--- src/rtl/kseq_pkg.sv ---
// Shared types and timing constants for the kernel stream sequencer.
package kseq_pkg;

    typedef enum logic [2:0] {
        IDLE,
        FETCH,
        SCAN,
        GAP,
        DRAIN,
        CHECK,
        DONE
    } state_t;

    localparam int unsigned BEAT_CYCLES  = 2;
    localparam int unsigned GAP_BEATS    = 2;
    localparam int unsigned FETCH_CYCLES = 2;
    localparam int unsigned CHECK_CYCLES = 2;
    localparam int unsigned TMR_W        = 2;

endpackage

--- src/rtl/kseq_addr_gen.sv ---
// Beat phase toggle plus 0..N*N-1 pixel address counter, shared by the scan and drain sweeps.
// Next-state values are exported so the parent can register outputs aligned to beat boundaries.
module kseq_addr_gen #(
    parameter int unsigned N  = 8,
    parameter int unsigned AW = 7
) (
    input  logic          clk,
    input  logic          rst_n,
    input  logic          clr,
    input  logic          en,
    output logic          phase,
    output logic          phase_nx_c,
    output logic [AW-1:0] addr_nx_c,
    output logic          sweep_end_c
);

    localparam logic [AW-1:0] LAST = AW'(N * N - 1);

    logic [AW-1:0] addr;

    always_comb begin
        phase_nx_c = phase;
        addr_nx_c  = addr;
        if (clr) begin
            phase_nx_c = 1'b0;
            addr_nx_c  = '0;
        end else if (en) begin
            phase_nx_c = ~phase;
            if (phase) begin
                addr_nx_c = (addr == LAST) ? '0 : addr + AW'(1);
            end
        end
    end

    assign sweep_end_c = phase && (addr == LAST);

    always_ff @(posedge clk or negedge rst_n) begin
        if (!rst_n) begin
            phase <= 1'b0;
            addr  <= '0;
        end else begin
            phase <= phase_nx_c;
            addr  <= addr_nx_c;
        end
    end

endmodule

--- src/rtl/kernel_stream_sequencer.sv ---
// Frame-level pass driver for the kernel bank: scan frame in, drain results back, repeat until stable.
// Optional KSEQ_CORNER_COUNT_EN adds corner_count (harris hits in the latest drain sweep).
module kernel_stream_sequencer
    import kseq_pkg::*;
#(
    parameter int unsigned N           = 8,
    parameter int unsigned BIT_SIZE    = 6,
    parameter int unsigned PIXEL_WIDTH = 8,
    parameter int unsigned MAX_PASSES  = 8
) (
    input  logic                   clk,
    input  logic                   rst_n,
    input  logic                   start,
    output logic                   busy,
    output logic                   done,
    output logic                   converged,
    output logic [3:0]             pass_count,
    output logic [BIT_SIZE:0]      frame_addr,
    input  logic [PIXEL_WIDTH-1:0] frame_rdata,
    output logic                   frame_we,
    output logic [PIXEL_WIDTH-1:0] frame_wdata,
    output logic                   k_we,
    output logic [BIT_SIZE:0]      k_addr,
    output logic [PIXEL_WIDTH-1:0] k_data,
    input  logic [PIXEL_WIDTH-1:0] k_result,
`ifdef KSEQ_CORNER_COUNT_EN
    output logic [BIT_SIZE+1:0]    corner_count,
`endif
    input  logic                   k_harris
);

    localparam int unsigned AW = BIT_SIZE + 1;
    localparam int unsigned PW = PIXEL_WIDTH;
    localparam logic [AW-1:0] LAST = AW'(N * N - 1);

    state_t            state, state_nx;
    logic [TMR_W-1:0]  tmr, tmr_d;
    logic              chg, chg_d;
    logic              start_ok;
    logic              phase, phase_nx, sweep_end;
    logic [AW-1:0]     addr_nx;

    logic              busy_d, done_d, converged_d, frame_we_d, k_we_d;
    logic [3:0]        pass_count_d;
    logic [AW-1:0]     frame_addr_d, k_addr_d;
    logic [PW-1:0]     frame_wdata_d, k_data_d;

    assign start_ok = (state == IDLE) && start;

    kseq_addr_gen #(.N(N), .AW(AW)) u_addr_gen (
        .clk         (clk),
        .rst_n       (rst_n),
        .clr         (state_nx != state),
        .en          ((state == SCAN) || (state == DRAIN)),
        .phase       (phase),
        .phase_nx_c  (phase_nx),
        .addr_nx_c   (addr_nx),
        .sweep_end_c (sweep_end)
    );

    // State register with its phase timer and change flag
    always_ff @(posedge clk or negedge rst_n) begin
        if (!rst_n) begin
            state <= IDLE;
            tmr   <= '0;
            chg   <= 1'b0;
        end else begin
            state <= state_nx;
            tmr   <= tmr_d;
            chg   <= chg_d;
        end
    end

    always_comb begin
        state_nx = state;
        case (state)
            IDLE:  if (start) state_nx = FETCH;
            FETCH: if (tmr == TMR_W'(FETCH_CYCLES - 1)) state_nx = SCAN;
            SCAN:  if (sweep_end) state_nx = GAP;
            GAP:   if (tmr == TMR_W'(GAP_BEATS * BEAT_CYCLES - 1)) state_nx = DRAIN;
            DRAIN: if (sweep_end) state_nx = CHECK;
            CHECK: if (tmr == TMR_W'(CHECK_CYCLES - 1)) begin
                       state_nx = (!chg || (pass_count == 4'(MAX_PASSES))) ? DONE : FETCH;
                   end
            DONE:  state_nx = IDLE;
            default: state_nx = IDLE;
        endcase
    end

    // Next values for every registered output, derived from the upcoming state
    always_comb begin
        busy_d        = state_nx inside {FETCH, SCAN, GAP, DRAIN, CHECK};
        done_d        = (state_nx == DONE);
        converged_d   = converged;
        pass_count_d  = pass_count;
        k_we_d        = (state_nx == SCAN);
        k_addr_d      = '0;
        k_data_d      = '0;
        frame_addr_d  = '0;
        frame_we_d    = (state_nx == DRAIN) && phase_nx;
        frame_wdata_d = '0;
        tmr_d         = (state_nx != state) ? '0 : tmr + TMR_W'(1);
        chg_d         = chg;

        if (state_nx == SCAN) begin
            k_addr_d     = addr_nx;
            k_data_d     = phase_nx ? k_data : frame_rdata;
            frame_addr_d = (addr_nx == LAST) ? '0 : addr_nx + AW'(1);
        end else if (state_nx == DRAIN) begin
            k_addr_d     = addr_nx;
            frame_addr_d = addr_nx;
        end
        if (frame_we_d) frame_wdata_d = k_result;

        if (start_ok) begin
            converged_d  = 1'b0;
            pass_count_d = '0;
            chg_d        = 1'b0;
        end
        if ((state == CHECK) && (tmr == '0)) pass_count_d = pass_count + 4'd1;
        if ((state == CHECK) && (state_nx == FETCH)) chg_d = 1'b0;
        if ((state == DRAIN) && phase && (k_result != frame_rdata)) chg_d = 1'b1;
        if (state_nx == DONE) converged_d = ~chg;
    end

    always_ff @(posedge clk or negedge rst_n) begin
        if (!rst_n) begin
            busy        <= 1'b0;
            done        <= 1'b0;
            converged   <= 1'b0;
            pass_count  <= '0;
            frame_addr  <= '0;
            frame_we    <= 1'b0;
            frame_wdata <= '0;
            k_we        <= 1'b0;
            k_addr      <= '0;
            k_data      <= '0;
        end else begin
            busy        <= busy_d;
            done        <= done_d;
            converged   <= converged_d;
            pass_count  <= pass_count_d;
            frame_addr  <= frame_addr_d;
            frame_we    <= frame_we_d;
            frame_wdata <= frame_wdata_d;
            k_we        <= k_we_d;
            k_addr      <= k_addr_d;
            k_data      <= k_data_d;
        end
    end

`ifdef KSEQ_CORNER_COUNT_EN
    localparam int unsigned CW = BIT_SIZE + 2;
    logic [CW-1:0] corner_count_d;

    // Harris hits are sampled once per drain beat, on the write cycle
    always_comb begin
        corner_count_d = corner_count;
        if ((state_nx == DRAIN) && (state != DRAIN)) begin
            corner_count_d = '0;
        end else if ((state == DRAIN) && phase && k_harris) begin
            corner_count_d = corner_count + CW'(1);
        end
    end

    always_ff @(posedge clk or negedge rst_n) begin
        if (!rst_n) corner_count <= '0;
        else        corner_count <= corner_count_d;
    end
`else
    logic unused_harris;
    assign unused_harris = k_harris;
`endif

endmodule

--- config.mk ---
export PLATFORM = sky130hd
export DESIGN_NAME = kernel_stream_sequencer
export DESIGN_NICKNAME = d
export VERILOG_FILES = /design/src/rtl/kseq_pkg.sv /design/src/rtl/kseq_addr_gen.sv /design/src/rtl/kernel_stream_sequencer.sv
export SDC_FILE = /design/constraint.sdc
export NUM_CORES = 1
export LEC_CHECK = 0
export ABC_AREA = 1
export CAP_MARGIN = 20
export CORE_MARGIN = 2
export CORE_UTILIZATION = 35
export CTS_BUF_LIST = sky130_fd_sc_hd__clkbuf_16
export CTS_CLUSTER_DIAMETER = 80
export DETAILED_ROUTE_END_ITERATION = 10
export PLACE_DENSITY = 0.71
export SLEW_MARGIN = 10
export SYNTH_ARGS = -nofsm -noshare
export SYNTH_HDL_FRONTEND = slang
export SYNTH_SLANG_ARGS = --single-unit
--- constraint.sdc ---
create_clock -name clk -period 2.4 [get_ports clk]
set_clock_uncertainty 0.1 [all_clocks]
set_input_delay 0.48 -clock clk [delete_from_list [all_inputs] [get_ports clk]]
set_output_delay 0.48 -clock clk [all_outputs]
set_load 0.05 [all_outputs]
# After elaboration in Yosys (flattened, before gate mapping)
# Cells that the tools add are included.
# Widths: inputs -> output; s select.
# totals
reg_bits	53
inputBits	20
out_inout_bits	39
word_cells	84
# classes
n_addsub	4
n_eq_ne	19
mux	28
n_bitwise	2
reduce_logical	16
# ops
cell	n
$mux 7	8
$mux 8	3
$mux 3	7
$pmux 3 s6	1
$eq 3x3->1 const B	5
$add 7x1->7 const B	2
$eq 7x6->1 const B	2
$eq 3x2->1 const B	4
$mux 4	2
$ne 8x8->1	1
$logic_and 1x1->1	7
$eq 3x1->1 const B	2
$mux 1	6
$reduce_bool 5->1	1
$add 4x1->4 const B	1
$eq 4x4->1 const B	1
$reduce_bool 2->1	2
$logic_not 3->1	1
$ne 3x3->1	1
$reduce_bool 3->1	1
$add 2x1->2 const B	1
$eq 2x1->1 const B	1
$eq 2x2->1 const B	1
$logic_not 2->1	1
5 further kinds	7

# Depth between registers and ports, before layout
# Gate-level depths: netlist of the first run.
# logic_depth
word_depth	10
ltp_mapped	19
depth_no_buf	19

# Hierarchy
# Synthesis of the first run repeated with hierarchy kept, for this count alone.
# hier_totals
hier_cells	310
hier_area_um2	2710.1
# by_module_without_submodules
mod	instances	cells_each	area_each_um2	seq_area_each_um2
kernel_stream_sequencer	1	246	2237.1	1126.1
kseq_addr_gen	1	64	473.0	200.2

# Worst setup path after synthesis of the first run
# No wires, ideal clock.
# synth_path
kind	reg2reg
start	reg pass_count[0]
end	reg frame_addr[0]
setup_ns	0.130
t_arrival_ns	2.473
required_time_ns	2.170
slack_ns	-0.304
path_stages_with_launch	18
path_buffers	0
period_less_slack_ns	2.704
path_cell_list	dfrtp_1 -> inv_1 -> ha_1 -> nand3_1 -> nand2_1 -> nand2_1 -> nand2_1 -> nand2_1 -> nand2_1 -> inv_2 -> nand3_4 -> nor2_1 -> ha_1 -> inv_1 -> nor3_2 -> nand3_1 -> nand3_1 -> o21ai_0
# synth_between
elab_chain_len	10
word_cells_on_any_way	14
classes_between	add/sub: 1; eq/ne: 5; mux: 7; reduce/logical: 1
# synth_lines
item	line	text
start, declared	kernel_stream_sequencer.sv:17	output logic [3:0] pass_count,
start signal, assigned	kernel_stream_sequencer.sv:142	pass_count <= pass_count_d;
$eq 4x4->1 *	kernel_stream_sequencer.sv:83	state_nx = (!chg || (pass_count == 4'(MAX_PASSES))) ? DONE : FETCH;
$logic_or 1x1->1 *	kernel_stream_sequencer.sv:83	
$mux 3 *	kernel_stream_sequencer.sv:83	
$mux 3 *	kernel_stream_sequencer.sv:82	CHECK: if (tmr == TMR_W'(CHECK_CYCLES - 1)) begin
$pmux 3 s6 *	kernel_stream_sequencer.sv:76	case (state)
$ne 3x3->1 *	kernel_stream_sequencer.sv:53	.clr (state_nx != state),
$mux 7 *	kseq_addr_gen.sv:24	if (clr) begin
named net addr_nx[0]	kernel_stream_sequencer.sv:41	logic [AW-1:0] addr_nx;
$add 7x1->7 or $eq 7x6->1 (tied branches)	kernel_stream_sequencer.sv:108	frame_addr_d = (addr_nx == LAST) ? '0 : addr_nx + AW'(1);
$mux 7	kernel_stream_sequencer.sv:108	
$mux 7 *	kernel_stream_sequencer.sv:105	if (state_nx == SCAN) begin
named net frame_addr_d[0]	kernel_stream_sequencer.sv:45	logic [AW-1:0] frame_addr_d, k_addr_d;
end signal, assigned	kernel_stream_sequencer.sv:143	frame_addr <= frame_addr_d;
end, declared	kernel_stream_sequencer.sv:18	output logic [BIT_SIZE:0] frame_addr,
# Mark *: on every way through the listed nets, which the timed path passes. The rest lies on a longest branch.
# A chain may end at the register's enable or synchronous reset.

# Worst setup path after layout of the first run
# layout_path
start	reg tmr[0]
end	reg frame_addr[1]
# layout_between
elab_chain_len	8
word_cells_on_any_way	15
classes_between	add/sub: 1; eq/ne: 6; mux: 8
# layout_lines
item	line	text
start, declared	kernel_stream_sequencer.sv:37	logic [TMR_W-1:0] tmr, tmr_d;
start signal, assigned	kernel_stream_sequencer.sv:69	tmr <= tmr_d;
$eq 2x1->1 or $eq 2x2->1 (tied branches)	kernel_stream_sequencer.sv:78, kernel_stream_sequencer.sv:82, kernel_stream_sequencer.sv:80	
$mux 3, on equally long branches	kernel_stream_sequencer.sv:82, kernel_stream_sequencer.sv:78, kernel_stream_sequencer.sv:80	
$pmux 3 s6 *	kernel_stream_sequencer.sv:76	
$ne 3x3->1	kernel_stream_sequencer.sv:53	
$mux 7	kseq_addr_gen.sv:24	
$add 7x1->7 or $eq 7x6->1 (tied branches)	kernel_stream_sequencer.sv:108	
$mux 7	kernel_stream_sequencer.sv:108	
$mux 7 *	kernel_stream_sequencer.sv:105	
named net frame_addr_d[1]	kernel_stream_sequencer.sv:45	
# Marks and branches as above.

==> metrics.yaml, run 1 <==
nFillCells: 649
mostFrequentLayoutCells: "clkdlybuf4s50_1, dfrtp_1, nand2_1"
end_kind: "flip-flop"
yosysWarnings: 0
final_max_slew_viol_count: 0
drtIter0Drc: 114
final_common_cell: "clkdlybuf4s50_1"
avgViaCountPerCell: 4.69
insertion_delay_ns: 0.30
hp-class: "in -> async"
first_pass_iters: 4
first_global_vias: 2374
final_util_pct: 54.3
final_nets: 432
dieArea_um2: 8090
total_power_mw: 1.86
cellPowerDensity_nw_per_um2: 474
drive_gt1_share_pct: 29.1
wl_per_cell_um: 12.5
tns_ns: 0
syn_avg_cell_area_um2: 8.59
start_kind: "flip-flop"
ys_ff_latch: 53
syn_area_um2: 2590
min_period_ns: 2.33
coreArea_um2: 7210
dpl_worst_slack_ns: -0.242
synth_nets: 328
cts_root_buf: "clkbuf_16"
post-route-period-util_pct: 97.0
die_h_um: 90.0
synth_edf_count: 0
cts_tree: "done"
criticalPathCategory: "reg -> reg"
place.gp.congestion: 0.886
setup_viol: 0
antenna_cells: 0
hold_viol: 0
clk_pin_slew_worst_paths_ns: 0.07
yosys_most_used_dff: "dfrtp_1"
grt_max_degree: 31
rsz0062_at_grt: "true"
maxCapViolCount: 0
timing.rr.end: "frame_addr[1]"
grt_overflow: 0
die_w_um: 90.0
drtAntennaViolNets: 0
relSlewSlack_pct: 65.0
rows: 31
fin_ws_ns: 0.0712
r2r_slack_ns: 0.07
num_vias: 2368
fmax_ghz: 0.429
outcome: "finished, final reports clean"
r2r-start: "tmr[0]"
p_leak_nw: 1.91
start_util_pct: 35.8
clock-sinks: 53
ys_types: 31
area_growth_pct: 51.5
htreeDepth: 2
wl_um: 6330
tightest_slew_ns: 0.523
io-pin-count: 59
dp_hpwl_um: 4640
cts_buffers: 5
grt_pass1_wl_um: 10600
worstPathArrival_ns: 2.41
drc: 0
yosysSeqAreaShare_pct: 51.3
ir_worst_vdd_mv: 0.394
grt_antenna_before_repair: 0
grt_use_total_pct: 16.1
r2r_cells: 11
portBuffers: 57
synth-async-reset-ratio_pct: 100
netlist_instances: 301
path_max_fanout: 4
cts_buffer_depth: 2
critPathRequiredTime_ns: 2.48
synthesized netlist by cell type, types with 3 or more instances:
library cell	number	area, µm²
nand2_1	57	214
dfrtp_1	53	1330
inv_1	48	180
nor2_1	28	105
nand3_1	27	135
o21ai_0	24	120
nor2_2	11	68.8
nand4_1	9	56.3
ha_1	7	87.6
a21oi_1	4	20.0
inv_2	3	11.3
nand2_2	3	18.8
or2_1	3	18.8
worst max-delay path by stage:
stage,slack [ns],start,end,cells after the start
final,0.07,tmr[0],frame_addr[1],11
after CTS,0.008,tmr[1],frame_addr[1],18
after global routing,-0.08,tmr[1],frame_addr[1],18
after detailed placement,-0.24,start,frame_addr[0],14
after global placement,-0.21,start,frame_addr[3],14
after floorplan,-0.07,pass_count[0],frame_addr[0],16
sequential cells by signal (all words and copies together) (netlist names), 2 cells and up:
name,flops
u_addr_gen.addr,7
pass_count,4
state,3
frame_addr,7
frame_wdata,8
tmr,2
k_addr,7
k_data,8
area by class of cell:
class | instances | area, µm² | area share (%)
Multi-Input combinational cell | 194 | 1210 | 30.8
Timing Repair Buffer | 98 | 877 | 22.4
Sequential cell | 53 | 1330 | 33.9
Tap cell | 99 | 124 | 3.16
Clock inverter | 3 | 48.8 | 1.25
Clock buffer | 5 | 125 | 3.19
Inverter | 53 | 206 | 5.27
power breakdown:
| group | internal (mW) | switching, mW |
|---|---|---|
| Combinational | 0.0470 | 0.0679 |
| Sequential | 0.899 | 0.00520 |
| Clock | 0.500 | 0.340 |
per-layer routing:
metal / global-route usage, % / part of all wire (%) / wire (µm) / vias up
li1: - / - / - / 1164
met1: 19.8 / 42 / 2640 / 1143
met2: 27.6 / 52 / 3270 / 52
met5: 0 / 0 / 0 / -
met4: 5.13 / 1.6 / 99 / 0
met3: 4.69 / 5.1 / 326 / 9
logic make-up (layout without fill, tap and decap cells):
family / count (synthesis) / in the layout / synth area share [%]
AOI/OAI and AO/OA: 36 / 36 / 7.64
buffers and inverters: 54 / 159 / 8.08
DFF: 53 / 53 / 51.3
xor gates and xnor gates: 2 / 2 / 0.677
and+or+nand+nor: 149 / 149 / 28.9
adders and majority gates: 7 / 7 / 3.39
timing repair:
item                       4_1_cts  5_1_grt
setup buffers                    0        7
pin swaps                        2       28
setup endpoints to repair        4       25
gates resized for setup          2       41
hold buffers                     0        0
through the flow:
step                      cell area [µm²]  hold slack, ns  instances
after floorplan                      2620          0.0844        301
after global placement               3560           0.386        490
after detailed placement             3560           0.392        490
after CTS                            3750          0.0809        498
after global routing                 3920          0.0978        505
final                                3920          0.0733        505
worst max-delay path, cell delays in order (launching register included):
cell and delay [ns]:
dfrtp_1 0.44, ha_4 0.19, or2_1 0.23, nand2_2 0.07, nand2_2 0.07, nand4_1 0.15
buf_4 0.14, nand4_1 0.22, nor3_4 0.31, nand3_4 0.14, nand3_2 0.09, o21ai_1 0.06
(Power assumes the default switching activity.)
==> inputs of run 2 (changes only) <==
--- a/config.mk
+++ b/config.mk
@@ -13,6 +13,7 @@
 export CTS_CLUSTER_DIAMETER = 80
 export DETAILED_ROUTE_END_ITERATION = 10
 export PLACE_DENSITY = 0.71
+export REMOVE_ABC_BUFFERS = 1
 export SLEW_MARGIN = 10
 export SYNTH_ARGS = -nofsm -noshare
 export SYNTH_HDL_FRONTEND = slang
==> run 2 against run 1 <==
Cell count grew 0.40%. Highest routed layer unchanged. Utilization shrank 0.80 points. Routed wire length grew 1.5%. Design area shrank 1.5%. Register-to-register slack lost 0.06 ns. Die area is the same. Clock-buffer cell count is the same. Critical endpoint is now frame_addr[3].
==> metrics.yaml, run 2 (synthesized netlist as in run 1, its figures left out) <==
outcome: "finished, final reports clean"
top_regs: "frame_wdata (8), k_data (8)"
num_vias: 2355
final_common_cell: "clkdlybuf4s50_1"
dieArea_um2: 8090
dp_hpwl_um: 4610
hold_viol: 0
place.gp.congestion: 0.858
clk_pin_slew_worst_paths_ns: 0.07
dp.cells: 496
cts_tree: "done"
p_leak_nw: 1.91
rows: 31
cts_buffer_depth: 2
fin_ws_ns: 0.00718
grt_pass1_wl_um: 10700
ir_worst_vdd_mv: 0.232
clock-sinks: 53
criticalPathCategory: "reg -> reg"
grt_antenna_before_repair: 0
htreeDepth: 2
die_w_um: 90.0
path_max_fanout: 5
hold_ws_ns: 0.0714
area_growth_pct: 49.3
grt_use_total_pct: 16.2
drive_gt1_share_pct: 26.0
r2r_slack_ns: 0.007
ctsHoldBuffers: 0
final_max_slew_viol_count: 0
critPathRequiredTime_ns: 2.49
cellPowerDensity_nw_per_um2: 445
grt_max_degree: 33
fin_cells: 507
timing.rr.end: "frame_addr[3]"
min_period_ns: 2.39
rsz0062_at_grt: "true"
r2r_cells: 14
cts_buffers: 5
drc: 0
wl_um: 6430
grt_overflow: 0
r2r-start: "state[0]"
final_nets: 434
start_kind: "flip-flop"
maxCapViolCount: 0
portBuffers: 57
avgViaCountPerCell: 4.64
first_global_vias: 2366
insertion_delay_ns: 0.29
io-pin-count: 59
wl_per_cell_um: 12.7
first_pass_iters: 4
antenna_cells: 0
tightest_slew_ns: 0.548
fmax_ghz: 0.418
drtAntennaViolNets: 0
end_kind: "flip-flop"
mostFrequentLayoutCells: "clkdlybuf4s50_1, dfrtp_1, nand2_1"
worstPathArrival_ns: 2.48
setup_viol: 0
coreArea_um2: 7210
hp-class: "in -> async"
start_util_pct: 35.8
die_h_um: 90.0
dpl_worst_slack_ns: -0.310
post-route-period-util_pct: 99.7
drtIter0Drc: 132
relSlewSlack_pct: 63.4
cts_root_buf: "clkbuf_16"
## run 2: final cells by class
type	count	area (µm²)
fillers	674	3350
flip-flops and latches	53	1330
multi-input cells	194	1160
repair buffers	100	905
inverters	53	206
clock buffers	5	125
well taps	99	124
clock inverters	3	13.8
## run 2: worst max path at each step
stage                                   from       endpoint  slack, ns  cells after the start
after floorplan                pass_count[0]  frame_addr[0]      -0.31                     17
after global placement                 start  frame_addr[1]      -0.22                     13
after detailed placement               start  frame_addr[0]      -0.31                     14
after CTS                 u_addr_gen.addr[0]  frame_addr[1]     0.0008                     15
after global routing                state[2]  frame_addr[3]      -0.16                     15
final                               state[0]  frame_addr[3]      0.007                     14
## run 2: critical path, stage by stage, from the launching register on
cell     delay [ns]
dfrtp_1        0.43
inv_2          0.11
nor3_4         0.26
nand2_2        0.12
nand3_1        0.12
nand2_2        0.07
inv_2          0.07
nand3_4        0.10
nor2_4         0.16
ha_4           0.16
inv_4          0.04
nor3_4         0.22
nand3_2        0.15
nand4_1        0.12
nand2_1        0.05
## run 2: where the power goes
part | leakage [nW] | internal (mW) | switching (mW)
logic | 1.22 | 0.0481 | 0.0695
registers | 0.614 | 0.900 | 0.00433
clock network | 0.0748 | 0.380 | 0.317
## run 2: metrics by stage
stage	area (µm²)	setup TNS (ns)	util [%]	power, mW
after floorplan	2580	-1.69	-	0.966
after global placement	3580	-1.13	49.7	1.04
after detailed placement	3580	-1.61	49.7	1.04
after CTS	3750	0	52.0	1.74
after global routing	3860	-0.822	53.5	1.79
final	3860	0	53.5	1.72
## run 2: metal layers
layer	routed length, µm	GRT usage, %	share of wire, %
met1	2740	20.1	43
met4	136	6.03	2.1
met2	3210	27.4	50
met5	0	0	0
met3	335	4.19	5.2
## run 2: what timing repair did
item / 4_1_cts / 5_1_grt
pin swaps: 3 / 17
setup buffers: 0 / 3
setup endpoints to repair: 5 / 25
resized for setup: 9 / 30
==> inputs of run 3 (changes only) <==
--- a/config.mk
+++ b/config.mk
@@ -12,7 +12,7 @@
 export CTS_BUF_LIST = sky130_fd_sc_hd__clkbuf_16
 export CTS_CLUSTER_DIAMETER = 80
 export DETAILED_ROUTE_END_ITERATION = 10
-export PLACE_DENSITY = 0.71
+export RECOVER_POWER = 25
 export REMOVE_ABC_BUFFERS = 1
 export SLEW_MARGIN = 10
 export SYNTH_ARGS = -nofsm -noshare
==> run 3 against run 2 <==
Flip-flop and latch count did not move. The flow now finishes with violations (max-capacitance violations, max-slew violations, negative setup slack). First-iteration DRC count shrank 4.5%. Worst hold slack better by 0.36 ns. Critical path type unchanged. Power about the same. Clock power is essentially flat. Setup slack got worse by 0.031 ns. Global-route usage about the same.
==> metrics.yaml, run 3 (synthesized netlist as in run 1, its figures left out) <==
r2r_cells: 18
highest_layer: "met4"
drtIter0Drc: 126
avgViaCountPerCell: 4.65
ir_worst_vdd_mv: 0.257
post-route-period-util_pct: 101
drtAntennaViolNets: 0
placed_area_um2: 3580
hold_viol: 0
maxCapViolCount: 1
path_depth: 18
rows: 31
dieArea_um2: 8090
critPathMaxStageDelay_ns: 0.42
grt_use_total_pct: 16.2
rsz0062_at_grt: "true"
cts_tree: "done"
critPathRequiredTime_ns: 2.48
nFillCells: 684
first_global_vias: 2282
final_nets: 439
antenna_cells: 0
drive_gt1_share_pct: 27.4
start_kind: "flip-flop"
hp-class: "reg -> reg"
area_growth_pct: 50.8
worstPathArrival_ns: 2.51
slowest_stage: "dfrtp_1"
start_util_pct: 35.8
htreeDepth: 2
clk_pin_slew_worst_paths_ns: 0.07
wl_met3_um: 397
tns_ns: -0.0690
end_kind: "flip-flop"
top_regs: "frame_wdata (8), k_data (8)"
cts_buffers: 5
path_max_fanout: 4
dp_hpwl_um: 4620
fmax_ghz: 0.413
fin_ws_ns: -0.0238
clock-sinks: 53
crit_chain: "inv_2, ha_4, nand2_2, inv_2, nand2_4, nand2_2, nand2_1, nand2_1, nand2_1, inv_2, nand3_4, nor2_4, ha_4, inv_4, nor3_4, nand3_2, nand3_1, o21ai_1"
critPathBufInv: 4
relSlewSlack_pct: -21.7
outcome: "complete, but fails checks"
place.gp.congestion: 0.860
grt_antenna_before_repair: 0
final_common_cell: "clkdlybuf4s50_1"
die_h_um: 90.0
portBuffers: 57
wl_per_cell_um: 12.4
setup_viol: 4
grt_max_degree: 34
grt_overflow: 0
die_w_um: 90.0
grt_pass1_wl_um: 10500
first_pass_iters: 4
io-pin-count: 59
design_area_um2: 3900
tightest_slew_ns: 1.83
mostFrequentLayoutCells: "clkdlybuf4s50_1, dfrtp_1, nand2_1, buf_4, inv_1"
criticalPathCategory: "reg -> reg"
cts_buffer_depth: 2
drc: 0
final_util_pct: 54.1
wl_met2_um: 3030
wl_um: 6370
ctsHoldBuffers: 0
p_leak_nw: 1.94
num_vias: 2383
insertion_delay_ns: 0.29
violations: "max-capacitance violations, max-slew violations, negative setup slack"
coreArea_um2: 7210
cellPowerDensity_nw_per_um2: 441
cp_top_family: "simple AND/OR/NAND/NOR gates"
drt-met1-wl_um: 2820
whs_path_depth: 2
cts_root_buf: "clkbuf_16"
final_max_slew_viol_count: 34
min_period_ns: 2.42
-- run 3: cell count changes in the layout (fill, tap and decap cells not counted), sizes merged --
cell	before	now
buf	44	47
clkbuf	5	7
-- run 3: where the power goes --
part / switching (mW) / internal, mW / total, mW
Clock: 0.320 / 0.380 / 0.699
Combinational: 0.0691 / 0.0462 / 0.115
Sequential: 0.00458 / 0.900 / 0.904
-- run 3: metal layers --
metal / up-vias / GRT usage [%]
met3: 9 / 3.86
met5: - / 0
met2: 67 / 26.8
met1: 1128 / 20.5
li1: 1179 / -
met4: 0 / 6.67
-- run 3: path summary, 6_finish.rpt --
path | from | end | slack (ns)
max | tmr[1] | frame_addr[1] | -0.02
min | k_data[1] | k_data[1] | 0.43
max reg2reg | tmr[1] | frame_addr[1] | -0.02
min reg2reg | k_data[1] | k_data[1] | 0.43
max in group asynchronous | rst_n | state[1] | 0.44
min in group asynchronous | rst_n | frame_addr[4] | 0.57
-- run 3: cell type report --
type | count | area, µm² | area share [%]
Timing Repair Buffer | 105 | 926 | 23.7
Sequential cell | 53 | 1330 | 34.0
Inverter | 53 | 206 | 5.29
Clock buffer | 5 | 125 | 3.21
Clock inverter | 3 | 13.8 | 0.353
Multi-Input combinational cell | 194 | 1180 | 30.2
Tap cell | 99 | 124 | 3.18
-- run 3: repair_timing --
action	CTS	global route
gates resized for setup	4	40
setup endpoints to repair	6	15
buffers inserted	0	7
pin swaps	2	23
-- run 3: tightest hold or removal path: cells and delay by family (launching register included) --
| kind | cells | cell delay, ns |
|---|---|---|
| flip-flops | 1 | 0.35 |
| AND/OR/NAND/NOR | 1 | 0.07 |
| AO/OA/AOI/OAI | 1 | 0.07 |
-- run 3: metrics by stage --
| step | worst slack, ns | std cells | power [mW] | hold WS [ns] |
|---|---|---|---|---|
| 3_5_place_dp | -0.326 | 497 | 1.04 | 0.404 |
| 6_report | -0.0238 | 512 | 1.72 | 0.427 |
| 4_1_cts | 0.00738 | 505 | 1.74 | 0.192 |
| 5_1_grt | -0.169 | 512 | 1.78 | 0.464 |
| 3_3_place_gp | -0.260 | 497 | 1.04 | 0.383 |
| 2_1_floorplan | -0.308 | 300 | 0.966 | 0.0844 |
